### config.mk
export PLATFORM = sky130hd
export DESIGN_NAME = sdram_pattern_tester
export DESIGN_NICKNAME = d
export VERILOG_FILES = /design/src/rtl/sdram_pattern_tester.sv
export SDC_FILE = /design/constraint.sdc
export NUM_CORES = 1
export LEC_CHECK = 0
export BUFFER_PORTS_ARGS = -buffer_cell sky130_fd_sc_hd__buf_2
export CORE_MARGIN = 10
export CORE_UTILIZATION = 45
export CTS_BUF_LIST = sky130_fd_sc_hd__clkbuf_8
export CTS_CLUSTER_SIZE = 8
export DETAILED_ROUTE_END_ITERATION = 10
export PLACE_DENSITY = 0.7
export SYNTH_ARGS = -nofsm -noshare
export SYNTH_HDL_FRONTEND = slang
export SYNTH_SLANG_ARGS = --single-unit
### constraint.sdc
create_clock -name clk -period 5.1 [get_ports clk]
set_input_delay 0.51 -clock clk [delete_from_list [all_inputs] [get_ports clk]]
set_output_delay 0.51 -clock clk [all_outputs]
set_load 0.1 [all_outputs]
### src/rtl/sdram_pattern_tester.sv
// SDRAM pattern tester: after power-up wait, writes WORD_COUNT seeded-pattern words and reads them back, counting mismatches.
// One request outstanding at a time (req pulse, wait for ack); a WAIT state without ack for TIMEOUT_CYCLES aborts to DONE.
module sdram_pattern_tester #(
    parameter int                ADDR_W         = 24,
    parameter int                DATA_W         = 16,
    parameter int                INIT_CYCLES    = 25000,
    parameter logic [ADDR_W-1:0] BASE_ADDR      = '0,
    parameter int                WORD_COUNT     = 256,
    parameter int                TIMEOUT_CYCLES = 1024
) (
    input  logic              clk,
    input  logic              reset_l,
    input  logic              start,
    input  logic [1:0]        pattern_sel,
    input  logic [DATA_W-1:0] seed,
    output logic              sdram_req,
    input  logic              sdram_ack,
    output logic [ADDR_W-1:0] sdram_addr,
    output logic              sdram_rh_wl,
    output logic [DATA_W-1:0] sdram_data_w,
    input  logic [DATA_W-1:0] sdram_data_r,
    output logic              busy,
    output logic              done,
    output logic              pass,
    output logic              timeout,
    output logic [15:0]       err_count,
    output logic [ADDR_W-1:0] first_err_addr
);

    typedef enum logic [2:0] {
        S_INIT, S_IDLE, S_WR_REQ, S_WR_WAIT, S_RD_REQ, S_RD_WAIT, S_DONE
    } state_t;

    localparam int INIT_W = (INIT_CYCLES > 1) ? $clog2(INIT_CYCLES) : 1;
    localparam int TMO_W  = (TIMEOUT_CYCLES > 1) ? $clog2(TIMEOUT_CYCLES) : 1;
    localparam logic [ADDR_W-1:0] LAST_IDX = ADDR_W'(WORD_COUNT - 1);

    state_t              r_state;
    state_t              w_next;
    logic [INIT_W-1:0]   r_init_cnt;
    logic [TMO_W-1:0]    r_wait_cnt;
    logic [ADDR_W-1:0]   r_idx;
    logic [1:0]          r_mode;
    logic [DATA_W-1:0]   r_seed;
    logic [15:0]         r_err_cnt;
    logic [ADDR_W-1:0]   r_first_err;
    logic                r_timeout;

    logic                w_accept;
    logic                w_wait;
    logic                w_wr_phase;
    logic                w_last;
    logic                w_init_end;
    logic                w_tmo;
    logic                w_mismatch;
    logic [ADDR_W-1:0]   w_addr;
    logic [DATA_W-1:0]   w_idx_d;
    logic [DATA_W-1:0]   w_walk;
    logic [DATA_W-1:0]   w_pattern;

    assign w_accept   = start && (r_state == S_IDLE || r_state == S_DONE);
    assign w_wait     = (r_state == S_WR_WAIT) || (r_state == S_RD_WAIT);
    assign w_wr_phase = (r_state == S_WR_REQ) || (r_state == S_WR_WAIT);
    assign w_last     = (r_idx == LAST_IDX);
    assign w_init_end = (r_init_cnt == INIT_W'(INIT_CYCLES - 1));
    assign w_tmo      = w_wait && !sdram_ack && (r_wait_cnt == TMO_W'(TIMEOUT_CYCLES - 1));
    assign w_addr     = BASE_ADDR + r_idx;

    // The same generator serves both phases, so the read compare sees exactly what was written.
    assign w_idx_d = DATA_W'(r_idx);
    assign w_walk  = DATA_W'(1) << (r_idx % ADDR_W'(DATA_W));

    always_comb begin
        w_pattern = r_seed;
        case (r_mode)
            2'd0:    w_pattern = r_seed;
            2'd1:    w_pattern = w_idx_d ^ r_seed;
            2'd2:    w_pattern = w_walk;
            default: w_pattern = ~(w_idx_d ^ r_seed);
        endcase
    end

    assign w_mismatch = (r_state == S_RD_WAIT) && sdram_ack && (sdram_data_r != w_pattern);

    always_ff @(posedge clk or negedge reset_l) begin
        if (!reset_l) begin
            r_state <= S_INIT;
        end else begin
            r_state <= w_next;
        end
    end

    always_comb begin
        w_next = r_state;
        case (r_state)
            S_INIT:    if (w_init_end) w_next = S_IDLE;
            S_IDLE,
            S_DONE:    if (start) w_next = S_WR_REQ;
            S_WR_REQ:  w_next = S_WR_WAIT;
            S_WR_WAIT: begin
                if (sdram_ack)  w_next = w_last ? S_RD_REQ : S_WR_REQ;
                else if (w_tmo) w_next = S_DONE;
            end
            S_RD_REQ:  w_next = S_RD_WAIT;
            S_RD_WAIT: begin
                if (sdram_ack)  w_next = w_last ? S_DONE : S_RD_REQ;
                else if (w_tmo) w_next = S_DONE;
            end
            default:   w_next = S_INIT;
        endcase
    end

    always_ff @(posedge clk or negedge reset_l) begin
        if (!reset_l) begin
            r_init_cnt  <= '0;
            r_wait_cnt  <= '0;
            r_idx       <= '0;
            r_mode      <= '0;
            r_seed      <= '0;
            r_err_cnt   <= '0;
            r_first_err <= '0;
            r_timeout   <= 1'b0;
        end else begin
            if (r_state == S_INIT && !w_init_end) begin
                r_init_cnt <= r_init_cnt + INIT_W'(1);
            end

            // Cleared in every non-WAIT cycle, so each WAIT starts counting from zero.
            if (w_wait) begin
                r_wait_cnt <= r_wait_cnt + TMO_W'(1);
            end else begin
                r_wait_cnt <= '0;
            end

            if (w_accept) begin
                r_idx       <= '0;
                r_mode      <= pattern_sel;
                r_seed      <= seed;
                r_err_cnt   <= '0;
                r_first_err <= '0;
                r_timeout   <= 1'b0;
            end

            if (r_state == S_WR_WAIT && sdram_ack) begin
                r_idx <= w_last ? '0 : r_idx + ADDR_W'(1);
            end
            if (r_state == S_RD_WAIT && sdram_ack && !w_last) begin
                r_idx <= r_idx + ADDR_W'(1);
            end

            if (w_mismatch) begin
                if (r_err_cnt != 16'hFFFF) begin
                    r_err_cnt <= r_err_cnt + 16'd1;
                end
                if (r_err_cnt == 16'd0) begin
                    r_first_err <= w_addr;
                end
            end

            if (w_tmo) begin
                r_timeout <= 1'b1;
            end
        end
    end

    assign busy           = (r_state == S_WR_REQ) || (r_state == S_WR_WAIT) ||
                            (r_state == S_RD_REQ) || (r_state == S_RD_WAIT);
    assign done           = (r_state == S_DONE);
    assign pass           = done && (r_err_cnt == 16'd0) && !r_timeout;
    assign timeout        = r_timeout;
    assign err_count      = r_err_cnt;
    assign first_err_addr = r_first_err;

    // Request fields are pure functions of the held index, so they stay stable until the ack.
    assign sdram_req    = (r_state == S_WR_REQ) || (r_state == S_RD_REQ);
    assign sdram_addr   = busy ? w_addr : '0;
    assign sdram_rh_wl  = !w_wr_phase;
    assign sdram_data_w = w_wr_phase ? w_pattern : '0;

endmodule

After elaboration in Yosys (flattened, before gate mapping):

Cells that the tools add are included.
W data, S select, Z words.

* register bits: 111
* latch bits: 0
* RAM bits: 0
* input bits: 38
* output and inout port bits: 86
* bits in read-only memories: 0
* memories: 0
* logic and storage cells: 83

* add/sub/neg operators: 4
* multipliers: 0
* bitwise logic cells: 2
* order comparisons: 0
* equal/unequal tests: 15
* shifts and indexed selects: 1
* multiplexer cells: 24
* divide/modulo/power cells: 0
* reductions and logical operators: 28

Operators by type and width (count)
* $mux W24: 8
* $mux W16: 4
* $pmux W16 S3: 1
* $add A24 B1 Y24 const B: 1
* $eq A24 B8 Y1 const B: 1
* $mux W3: 6
* $pmux W3 S6: 1
* $add A16 B1 Y16 const B: 1
* $logic_not A16 Y1: 1
* $ne A16 B16 Y1: 1
* $ne A16 B16 Y1 const B: 1
* $not A16 Y16: 1
* $shl A1 B4 Y16 const A: 1
* $xor A16 B16 Y16: 1
* $add A15 B1 Y15 const B: 1
* $eq A15 B15 Y1 const B: 1
* $add A10 B1 Y10 const B: 1
* $eq A10 B10 Y1 const B: 1
* $logic_and A1 B1 Y1: 10
* $mux W10: 1
* $eq A3 B3 Y1 const B: 3
* $eq A3 B2 Y1 const B: 2
* $logic_or A1 B1 Y1: 6
* $logic_not A1 Y1: 5
* 12 further kinds: 14

Logic depth before layout (Yosys ltp):

Gate-level depths: netlist of the first run.

* depth after elaboration: 7
* depth in mapped cells: 15
* mapped depth without buffers: 10

Worst setup path before layout of the first run:

No wires, ideal clock.

* path kind: register to output
* start: register r_err_cnt[0], in the netlist err_count[0]
* end: output port pass
* slack: 0.234 ns
* stages on the path, launching flop included: 6
* arrival time: 4.356 ns
* required time: 4.590 ns
* path buffers: 0
* cell sequence: dfrtp_1 -> inv_1 -> ha_1 -> nor4b_1 -> nand4_1 -> nor4_1

* word-level cells in the longest chain between the ends: 3

RTL lines
* from (decl): line 45 `logic [15:0] r_err_cnt;`
* from (signal assigned): line 153 `r_err_cnt <= r_err_cnt + 16'd1;`
* $logic_not A16 Y1: line 169 `assign pass = done && (r_err_cnt == 16'd0) && !r_timeout;`
* $logic_and A1 B1 Y1 (2 in series): line 169
* to (decl): line 24 `output logic pass,`

No other way between the ends.

Worst setup path after layout of the first run:

* start: register r_mode[1]
* end: register r_err_cnt[14], in the netlist err_count[14]

* word-level cells in the longest chain between the ends: 5
* elaborated cells between the ends (all ways): 7
* those cells by class: eq/ne (3); mux (2); reduce/logical (2)

RTL lines
* from (decl): line 43 `logic [1:0] r_mode;`
* from (signal assigned): line 137 `r_mode <= pattern_sel;`
* $eq A2 B2 Y1, or another cell as far along: line 75 `case (r_mode)`
* $pmux W16 S3 *: line 75
* $ne A16 B16 Y1 *: line 83 `assign w_mismatch = (r_state == S_RD_WAIT) && sdram_ack && (sdram_data_r != w_pattern);`
* $logic_and A1 B1 Y1 *: line 83
* $mux W16 *: line 151 `if (w_mismatch) begin`

Mark *: on every way between the ends. The rest lies on a longest branch, timed or not.
A chain may end at the register's enable or synchronous reset.

==> metrics.md, run 1 <==
| Metric | Value |
|---|---|
| RSZ-0062 raised after global routing | `false` |
| RR Startpoint | `r_mode[1]$_DFFE_PN0P_` |
| P per Cell Area | `578 nW/um^2` |
| Vias in the first global route | `5994` |
| DR vias | `6315` |
| Total gr overflow | `0` |
| Worst slew pin tran | `0.989 ns` |
| Nets@finish | `966` |
| Initial antenna violation count | `0` |
| LEAKAGE | `0.00345 uW` |
| Syn Nets | `874` |
| Mapped Cells | `826` |
| Post-synth ARST share | `1.00` |
| CTS tree | `done` |
| Post-CTS setup buffers | `0` |
| Max-cap violations | `0` |
| First-pass GRT wire length | `31500 um` |
| Antenna Nets Post-Route | `0` |
| Clk buf depth | `2` |
| Maximum VDD drop | `0.551 mV` |
| Clock Skews | `0.0121 ns` |
| Peak fanout along the critical path | `36` |
| CORE AREA | `14600 um^2` |
| Post-synth cell types | `62` |
| Synth Register Bits | `111` |
| Final number of max-transition violations | `0` |
| CTS H-tree depth | `3` |
| CTS Root Cell | `clkbuf_8` |
| Hold buffer count at CTS | `0` |
| Crit path kind | `register to register` |
| Row Count | `44` |
| Per-cell routed wire length | `17.6 um` |
| Syn avg cell area | `8.21 um^2` |
| Area Overhead vs Synth | `13.6%` |
| Routability-driven placement congestion ratio | `0.873` |
| Ports | `124` |
| CTS buffer count | `9` |
| Cell area after synthesis | `6780 um^2` |
| F_max | `243 MHz` |
| Post-synth top cells | `129 x nand2_1, 111 x dfrtp_1, 61 x nor2_1` |
| Top FF cell, synth | `dfrtp_1` |
| CTS sink count | `111` |
| DR pass1 iterations | `7` |
| Via density | `5.70` |
| Synth top area share | `0.410` |
| HPWL after detailed placement | `14300 um` |
| Post-route DRC | `0` |
| Final hold viol count | `0` |
| DIE HEIGHT | `143 um` |
| Share of cells above drive strength 1 | `0.177` |
| Detailed Route WL | `19500 um` |
| 1st-iter DRT viols | `474` |
| Yosys warns | `0` |
| Critical Path Sink Type | `register` |
| Final setup fails | `0` |
| Finished Layout Cells | `1107` |
| All-Layer GR Usage | `0.189` |
| Initial Util | `0.463` |
| Antenna cells | `0` |
| Largest net degree at the start of global routing | `57` |
| Top-count cell post-synth | `nand2_1` |
| Fin Hold WS | `0.160 ns` |
| Die area | `20400 um^2` |
| Setup_tns | `0 ns` |
| Tmin final | `4.11 ns` |
| Sequential share of the synthesized area | `0.410` |
| R2r endpoint | `err_count[14]$_DFF_PN0_` |
| PostCTS Resize Cnt | `0` |
| Tcrit/Tclk final | `0.806` |
| Status | `complete, no violations` |
| Reg2reg path depth | `9` |
| EDFF count, synth | `0` |
| Clk pin slew, worst setup/hold paths | `0.10 ns` |
| Chip Width | `143 um` |
| Worst slew margin | `0.337` |
| Largest cells by area after synthesis | `dfrtp_1 41%, nand2_1 7.1%, xnor2_1 4.9%` |
| Placed cells | `1091` |
| Startpoint Class | `register` |
| Input/output buffers | `123` |
| Synth area leader | `dfrtp_1` |
| Hold crit path type | `input port to asynchronous set/reset pin` |
| WP data arrival | `4.39 ns` |
| Worst endpoint required time | `5.38 ns` |
| Clock Latency Late Sink | `0.38 ns` |
| Reg2Reg Setup Slack | `0.99 ns` |
## sequential cells by signal, summed over array words and instances, names as in the netlist
name            count
first_err_addr     24
r_mode              2
r_wait_cnt         10
r_state             3
err_count          16
r_init_cnt         15
timeout             1
r_idx              24
r_seed             16
## cells in the final DEF, fill, tap and decap left out, types with 3 or more instances in the layout
cell type	count
buf_4	9
clkbuf_8	12
or4_1	3
nor4b_1	5
o21ai_1	26
and3_1	10
xor2_1	11
and2_1	13
o31ai_1	4
a211oi_1	6
o21ai_0	43
nand4_1	21
nor3_1	22
o221ai_2	3
xnor2_1	38
nor2b_1	16
a211o_1	3
ha_1	10
dfrtp_1	110
a31oi_1	9
o211ai_1	6
a21oi_1	41
nor3b_1	3
inv_1	38
nand3_1	51
nand2b_1	16
buf_2	122
nor4_1	16
or3_1	9
o21a_1	5
a311oi_1	7
o221ai_1	3
nor2_1	61
nand2_1	129
## kinds of logic after synthesis
family                     Yosys count  share of synthesized area
xor gates and xnor gates            50                     0.0668
AOI/OAI and AO/OA                  173                      0.160
adders and majority gates           10                     0.0185
DFF                                111                      0.410
and+or+nand+nor                    390                      0.284
muxes                                4                    0.00646
buffers and inverters               88                     0.0548
## worst max-delay path, cell delays in order, from the launching register on
cell and delay, ns:
dfrtp_2 0.71, buf_4 0.42, a21oi_1 0.12, a311oi_1 0.40, nor3_1 0.07, or4b_1 0.53, or4_4 0.59, o31ai_4 0.51
mux2_1 0.37, a221o_1 0.29
## routing by layer
metal	track usage	part of all wire
met1	0.257	0.46
met2	0.289	0.45
met3	0.0484	0.078
met4	0.0608	0.018
met5	0	0
## power breakdown
part	total [uW]	internal, uW	switching [uW]
Clock	621	318	303
Combinational	2570	603	1970
Sequential	1260	1020	248
## area by class of cell
type | count | area [um^2]
multi-input cells | 627 | 3640
clock buffers | 12 | 165
flip-flops and latches | 111 | 2780
clock inverters | 4 | 73.8
inverters | 38 | 143
repair buffers | 131 | 678
fillers | 1426 | 6940
well taps | 184 | 230
## worst max-delay path by stage
stage / start / end / slack (ns)
5_1_grt: r_mode[1]$_DFFE_PN0P_ / err_count[14]$_DFF_PN0_ / 0.77
6_report: r_mode[1]$_DFFE_PN0P_ / err_count[14]$_DFF_PN0_ / 0.99
3_5_place_dp: r_mode[1]$_DFFE_PN0P_ / err_count[14]$_DFF_PN0_ / 1.03
2_1_floorplan: err_count[0]$_DFF_PN0_ / pass / 0.23
4_1_cts: r_mode[1]$_DFFE_PN0P_ / err_count[14]$_DFF_PN0_ / 1.02
3_3_place_gp: r_mode[1]$_DFFE_PN0P_ / err_count[14]$_DFF_PN0_ / 1.08
## metrics by stage
step / setup WS [ns] / util / cell area, um^2 / power (uW)
floorplan: 0.234 / - / 6780 / 3330
global placement: 1.08 / 0.510 / 7470 / 3820
finish: 0.988 / 0.526 / 7710 / 4450
global route: 0.767 / 0.526 / 7710 / 4720
CTS: 1.02 / 0.526 / 7710 / 4470
detailed placement: 1.03 / 0.510 / 7470 / 3840
Power figures use the tool's default switching activity.
==> inputs of run 2 (changes only) <==
Settings changed: PLACE_DENSITY 0.7 to 0.72.
Clock period 5.1 ns to 3.4 ns, I/O delays scaled along.
==> metrics.md, run 2 (synthesis gave the netlist of run 1 again) <==
| Metric | Value |
|---|---|
| Status | `complete, but fails checks (was complete, no violations)` |
| Violated checks | `setup timing` |
| Commonest cells after routing, fill and taps aside | `129 x nand2_1, 122 x buf_2, 110 x dfrtp_1 (unchanged)` |
| Fin Hold WS | `0.141 ns (was 0.160 ns)` |
| R2r endpoint | `err_count[14]$_DFF_PN0_ (unchanged)` |
| Tmin final | `3.46 ns (was 4.11 ns)` |
| F_max | `289 MHz (was 243 MHz)` |
| Post-route DRC | `0 (unchanged)` |
| Worst slew margin | `0.535 (was 0.337)` |
| First-pass GRT wire length | `31700 um (was 31500 um)` |
| CTS buffer count | `9 (unchanged)` |
| Total gr overflow | `0 (unchanged)` |
| Nets@finish | `1007 (was 966)` |
| Clk buf depth | `2 (unchanged)` |
| Input/output buffers | `123 (unchanged)` |
| Critical Path Sink Type | `register (unchanged)` |
| CTS Root Cell | `clkbuf_8 (unchanged)` |
| All-Layer GR Usage | `0.192 (was 0.189)` |
| CTS H-tree depth | `3 (unchanged)` |
| Multi-input gate area in the final layout | `3770 um^2 (was 3640 um^2)` |
| Ports | `124 (unchanged)` |
| Largest net degree at the start of global routing | `48 (was 57)` |
| Max-cap violations | `0 (unchanged)` |
| Area Overhead vs Synth | `19.4% (was 13.6%)` |
| Routability-driven placement congestion ratio | `0.919 (was 0.873)` |
| Reg area | `2780 um^2 (unchanged)` |
| Initial Util | `0.463 (unchanged)` |
| Setup ws final | `-0.0630 ns (was 0.988 ns)` |
| RR Startpoint | `r_mode[0]$_DFFE_PN0P_ (was r_mode[1]$_DFFE_PN0P_)` |
| Share of cells above drive strength 1 | `0.238 (was 0.177)` |
| Reg2reg path depth | `8 (was 9)` |
| Antenna Nets Post-Route | `0 (unchanged)` |
| Final hold viol count | `0 (unchanged)` |
| Final setup fails | `7 (was 0)` |
| Final number of max-transition violations | `0 (unchanged)` |
| Chip Width | `143 um (unchanged)` |
| Setup_tns | `-0.0995 ns (was 0 ns)` |
| Clock Latency Late Sink | `0.39 ns (was 0.38 ns)` |
| Hold path startpoint | `seed[14]` |
| Worst min-delay path endpoint | `r_seed[14]$_DFFE_PN0P_` |
| Initial antenna violation count | `0 (unchanged)` |
| Per-cell routed wire length | `17.4 um (was 17.6 um)` |
| Peak fanout along the critical path | `4 (was 36)` |
| CORE AREA | `14600 um^2 (unchanged)` |
| Maximum VDD drop | `1.18 mV (was 0.551 mV)` |
| Hold crit path type | `input port to register (was input port to asynchronous set/reset pin)` |
| Clock Skews | `0.0175 ns (was 0.0121 ns)` |
| Vias in the first global route | `6042 (was 5994)` |
| RSZ-0062 raised after global routing | `true (was false)` |
| Die area | `20400 um^2 (unchanged)` |
| Detailed Route WL | `19900 um (was 19500 um)` |
| Reg2Reg Setup Slack | `-0.06 ns (was 0.99 ns)` |
| Most common cell after layout, fill and taps aside | `nand2_1 (unchanged)` |
| Startpoint Class | `register (unchanged)` |
| FILL cells | `1391 (was 1426)` |
| Worst endpoint required time | `3.69 ns (was 5.38 ns)` |
| LEAKAGE | `0.00364 uW (was 0.00345 uW)` |
| DR pass1 iterations | `5 (was 7)` |
| CTS tree | `done (unchanged)` |
| HPWL after detailed placement | `15000 um (was 14300 um)` |
| Hold depth | `3` |
| Row Count | `44 (unchanged)` |
| Crit path kind | `register to register (unchanged)` |
| Clk pin slew, worst setup/hold paths | `0.11 ns (was 0.10 ns)` |
| CTS sink count | `111 (unchanged)` |
| Via density | `5.66 (was 5.70)` |
| DR vias | `6509 (was 6315)` |
| P per Cell Area | `852 nW/um^2 (was 578 nW/um^2)` |
| Util after Layout | `0.553 (was 0.526)` |
| 1st-iter DRT viols | `627 (was 474)` |
| DIE HEIGHT | `143 um (unchanged)` |
| WP data arrival | `3.75 ns (was 4.39 ns)` |
| Tcrit/Tclk final | `1.02 (was 0.806)` |
| Worst slew pin tran | `0.698 ns (was 0.989 ns)` |
==> run 2: cell count changes in the layout (fill, tap and decap cells not counted), moves of 2 or more <==
cell        change
clkbuf_8        -2
a21oi_1         -4
clkinvlp_4      +2
bufinv_16       -2
ha_2            +2
nor2b_2         +4
nor2b_1         -4
nor3_1          -6
ha_1            -3
inv_2           +3
a21oi_2         +4
nor3_2          +6
buf_4          +39
==> run 2: power breakdown <==
| part | internal, uW | total, uW | leakage (uW) | switching, uW |
|---|---|---|---|---|
| combinational | 1170 | 4340 | 0.00204 | 3170 |
| clock | 284 | 746 | 0.0000913 | 463 |
| sequential | 1530 | 1810 | 0.00150 | 287 |
| total | 2980 | 6900 | 0.00364 | 3920 |
==> run 2: critical path, stage by stage, from the launching register on <==
cell and delay, ns:
dfrtp_1 0.39, or3b_4 0.40, o311a_1 0.33, o21a_1 0.18
or4b_1 0.50, or4_4 0.59, o31ai_4 0.37, mux2_4 0.33
a221o_1 0.28
==> run 2: layout make-up <==
| cell class | instances | share of cell area |
|---|---|---|
| repair buffers | 172 | 0.124 |
| diodes | 1 | 0.000309 |
| clock buffers | 10 | 0.0170 |
| inverters | 38 | 0.0176 |
| clock inverters | 6 | 0.00448 |
| multi-input cells | 627 | 0.465 |
| flip-flops and latches | 111 | 0.343 |
| well taps | 184 | 0.0284 |
==> run 2: worst max path at each step <==
stage / to / slack (ns) / start
final: err_count[14]$_DFF_PN0_ / -0.06 / r_mode[0]$_DFFE_PN0P_
after CTS: err_count[3]$_DFF_PN0_ / 0.001 / r_mode[0]$_DFFE_PN0P_
after detailed placement: first_err_addr[1]$_DFF_PN0_ / 0.004 / r_idx[1]$_DFFE_PN0P_
after global routing: err_count[14]$_DFF_PN0_ / -0.12 / r_idx[0]$_DFFE_PN0P_
after floorplan: pass / -0.13 / err_count[0]$_DFF_PN0_
after global placement: first_err_addr[23]$_DFF_PN0_ / 0.06 / r_mode[0]$_DFFE_PN0P_
==> run 2: stage by stage <==
step           cell area, um^2  total power, uW  instances  worst slack [ns]
6_report                  8100             6900       1149           -0.0630
5_1_grt                   8090             7280       1148            -0.115
4_1_cts                   8000             6800       1144           0.00118
3_5_place_dp              7810             6050       1127           0.00367
3_3_place_gp              7810             6010       1127            0.0573
2_1_floorplan             6840             5060        826            -0.129
==> run 2: layer usage <==
metal  global-route usage  vias to the layer above  routed length [um]
li1                     -                     3147                   -
met1                0.267                     3078                9190
met5                    0                        -                   0
met4               0.0543                        0                 269
met3               0.0464                       24                1730
met2                0.290                      260                8740
==> run 2: what timing repair did <==
action                                  4_1_cts  5_1_grt
gates resized for setup                       1       17
endpoints found under the hold margin        45        0
setup buffers                                 0        4
gates cloned                                  0        0
endpoints found under the setup margin        1       37
hold buffers                                  1        0
pin swaps                                     0        8
==> inputs of run 3 (changes only) <==
==> constraint.sdc (replaced) <==
create_clock -name clk -period 3.4 [get_ports clk]
set_input_delay 0.34 -clock clk [delete_from_list [all_inputs] [get_ports clk]]
set_output_delay 0.34 -clock clk [all_outputs]
set_load 0.005 [all_outputs]
==> metrics.md, run 3 (synthesis gave the netlist of run 1 again) <==
| Metric | Value |
|---|---|
| Post-route DRC | `0 (unchanged)` |
| Hold crit path type | `input port to asynchronous set/reset pin (was input port to register)` |
| Reg2reg path depth | `10 (was 8)` |
| Cell Area, Placed | `7730 um^2 (was 7810 um^2)` |
| CTS buffer count | `9 (unchanged)` |
| Crit path kind | `register to register (unchanged)` |
| Final number of max-transition violations | `0 (unchanged)` |
| Clk pin slew, worst setup/hold paths | `0.12 ns (was 0.11 ns)` |
| Peak fanout along the critical path | `5 (was 4)` |
| Most common cell after layout, fill and taps aside | `nand2_1 (unchanged)` |
| RR Startpoint | `r_idx[1]$_DFFE_PN0P_ (was r_mode[0]$_DFFE_PN0P_)` |
| Clk buf depth | `2 (unchanged)` |
| Multi-input gate area in the final layout | `3740 um^2 (was 3770 um^2)` |
| Worst endpoint required time | `3.69 ns (about the same)` |
| FILL cells | `1386 (was 1391)` |
| R2r endpoint | `err_count[14]$_DFF_PN0_ (unchanged)` |
| All-Layer GR Usage | `0.189 (was 0.192)` |
| DIE HEIGHT | `143 um (unchanged)` |
| First-pass GRT wire length | `31600 um (was 31700 um)` |
| Row Count | `44 (unchanged)` |
| DR pass1 iterations | `6 (was 5)` |
| CTS tree | `done (unchanged)` |
| LEAKAGE | `0.00367 uW (was 0.00364 uW)` |
| HPWL after detailed placement | `14500 um (was 15000 um)` |
| Finished Cell Area | `8140 um^2 (was 8100 um^2)` |
| Violated checks | `setup timing (unchanged)` |
| Largest net degree at the start of global routing | `74 (was 48)` |
| Max-cap violations | `0 (unchanged)` |
| Antenna cells | `0 (was 1)` |
| Routability-driven placement congestion ratio | `0.935 (was 0.919)` |
| Final setup fails | `1 (was 7)` |
| Antenna Nets Post-Route | `0 (unchanged)` |
| Critical Path Sink Type | `register (unchanged)` |
| P per Cell Area | `667 nW/um^2 (was 852 nW/um^2)` |
| Worst setup path endpoint | `err_count[14]$_DFF_PN0_ (unchanged)` |
| Maximum VDD drop | `0.420 mV (was 1.18 mV)` |
| Hold buffer count at CTS | `0 (was 1)` |
| Vias in the first global route | `6087 (was 6042)` |
| Area Overhead vs Synth | `20.0% (was 19.4%)` |
| Initial Util | `0.463 (unchanged)` |
| Commonest cells after routing, fill and taps aside | `128 x nand2_1, 122 x buf_2, 109 x dfrtp_1 (was 129 x nand2_1, 122 x buf_2, 110 x dfrtp_1)` |
| Via density | `5.74 (was 5.66)` |
| Die area | `20400 um^2 (unchanged)` |
| Final hold viol count | `0 (unchanged)` |
| Reg area | `2780 um^2 (about the same)` |
| Critical path origin | `r_idx[1]$_DFFE_PN0P_ (was r_mode[0]$_DFFE_PN0P_)` |
| Placed cells | `1124 (was 1127)` |
| Worst slew margin | `0.361 (was 0.535)` |
| CTS H-tree depth | `3 (unchanged)` |
| WP data arrival | `3.69 ns (was 3.75 ns)` |
| Status | `complete, but fails checks (unchanged)` |
| Chip Width | `143 um (unchanged)` |
| Reg2Reg Setup Slack | `-0.005 ns (was -0.06 ns)` |
| Clock Skews | `0.0219 ns (was 0.0175 ns)` |
| Startpoint Class | `register (unchanged)` |
| Ports | `124 (unchanged)` |
| Input/output buffers | `123 (unchanged)` |
| Finished Layout Cells | `1148 (was 1149)` |
| CORE AREA | `14600 um^2 (unchanged)` |
| F_max | `294 MHz (was 289 MHz)` |
| Tcrit/Tclk final | `1.00 (was 1.02)` |
| DR vias | `6594 (was 6509)` |
| Share of cells above drive strength 1 | `0.227 (was 0.238)` |
| Worst slew pin tran | `0.959 ns (was 0.698 ns)` |
| Tmin final | `3.40 ns (was 3.46 ns)` |
| CTS sink count | `111 (unchanged)` |
| 1st-iter DRT viols | `599 (was 627)` |
| RSZ-0062 raised after global routing | `true (unchanged)` |
| Initial antenna violation count | `0 (unchanged)` |
| Total gr overflow | `0 (unchanged)` |
| Setup ws final | `-0.00488 ns (was -0.0630 ns)` |
| Nets@finish | `1007 (unchanged)` |
| Detailed Route WL | `20200 um (was 19900 um)` |
| CTS Root Cell | `clkbuf_8 (unchanged)` |
| Per-cell routed wire length | `17.6 um (was 17.4 um)` |
| Clock Latency Late Sink | `0.40 ns (was 0.39 ns)` |
==> run 3: through the flow <==
step / utilization / total power [uW] / setup TNS (ns) / hold slack, ns / worst slack, ns
finish: 0.556 / 5430 / -0.00488 / 0.0807 / -0.00488
global route: 0.556 / 5830 / -0.422 / 0.126 / -0.0683
floorplan: - / 3590 / -0.0120 / 0.0444 / -0.0120
global placement: 0.528 / 4490 / 0 / 0.458 / 0.0574
CTS: 0.540 / 5300 / -0.0399 / 0.110 / -0.0159
detailed placement: 0.528 / 4520 / 0 / 0.458 / 0.0150
==> run 3: worst min path at each step <==
| stage | start | to | depth (start not counted) |
|---|---|---|---|
| final | reset_l | r_state[2]$_DFFE_PN0P_ | 1 |
| after global routing | seed[12] | r_seed[12]$_DFFE_PN0P_ | 3 |
| after CTS | reset_l | r_idx[13]$_DFFE_PN0P_ | 1 |
| after detailed placement | r_wait_cnt[0]$_DFF_PN0_ | r_wait_cnt[0]$_DFF_PN0_ | 1 |
| after global placement | r_wait_cnt[0]$_DFF_PN0_ | r_wait_cnt[0]$_DFF_PN0_ | 1 |
| after floorplan | reset_l | err_count[0]$_DFF_PN0_ | 0 |
==> run 3: metal layers <==
metal	global-route usage	vias to the layer above	wire, um
met2	0.291	270	9190
met3	0.0458	34	1440
met4	0.0494	0	296
met1	0.261	3142	9300
met5	0	-	0
li1	-	3148	-
==> run 3: critical path: stages (launching register included) <==
cell and delay (ns):
dfrtp_2 0.47, inv_4 0.10, ha_4 0.14, inv_2 0.03, o311a_1 0.38, o21a_1 0.17
or4b_1 0.50, or4_4 0.60, o31ai_4 0.29, mux2_4 0.32, a221o_1 0.28
==> run 3: repair_timing <==
item,4_1_cts,5_1_grt
gates cloned,0,3
pin swaps,0,10
setup buffers,0,5
setup endpoints to repair,3,40
resized for setup,0,35
==> run 3: power by group <==
part,total (uW),switching [uW],internal [uW]
clock network,768,477,291
registers,1810,285,1530
logic,2850,1710,1140
total,5430,2470,2960
==> run 3: cell type report <==
cell class / instances / area share
Clock buffer: 10 / 0.0169
Clock inverter: 6 / 0.00554
Inverter: 38 / 0.0178
Multi-Input combinational cell: 627 / 0.460
Sequential cell: 111 / 0.342
Tap cell: 184 / 0.0283
Timing Repair Buffer: 172 / 0.130
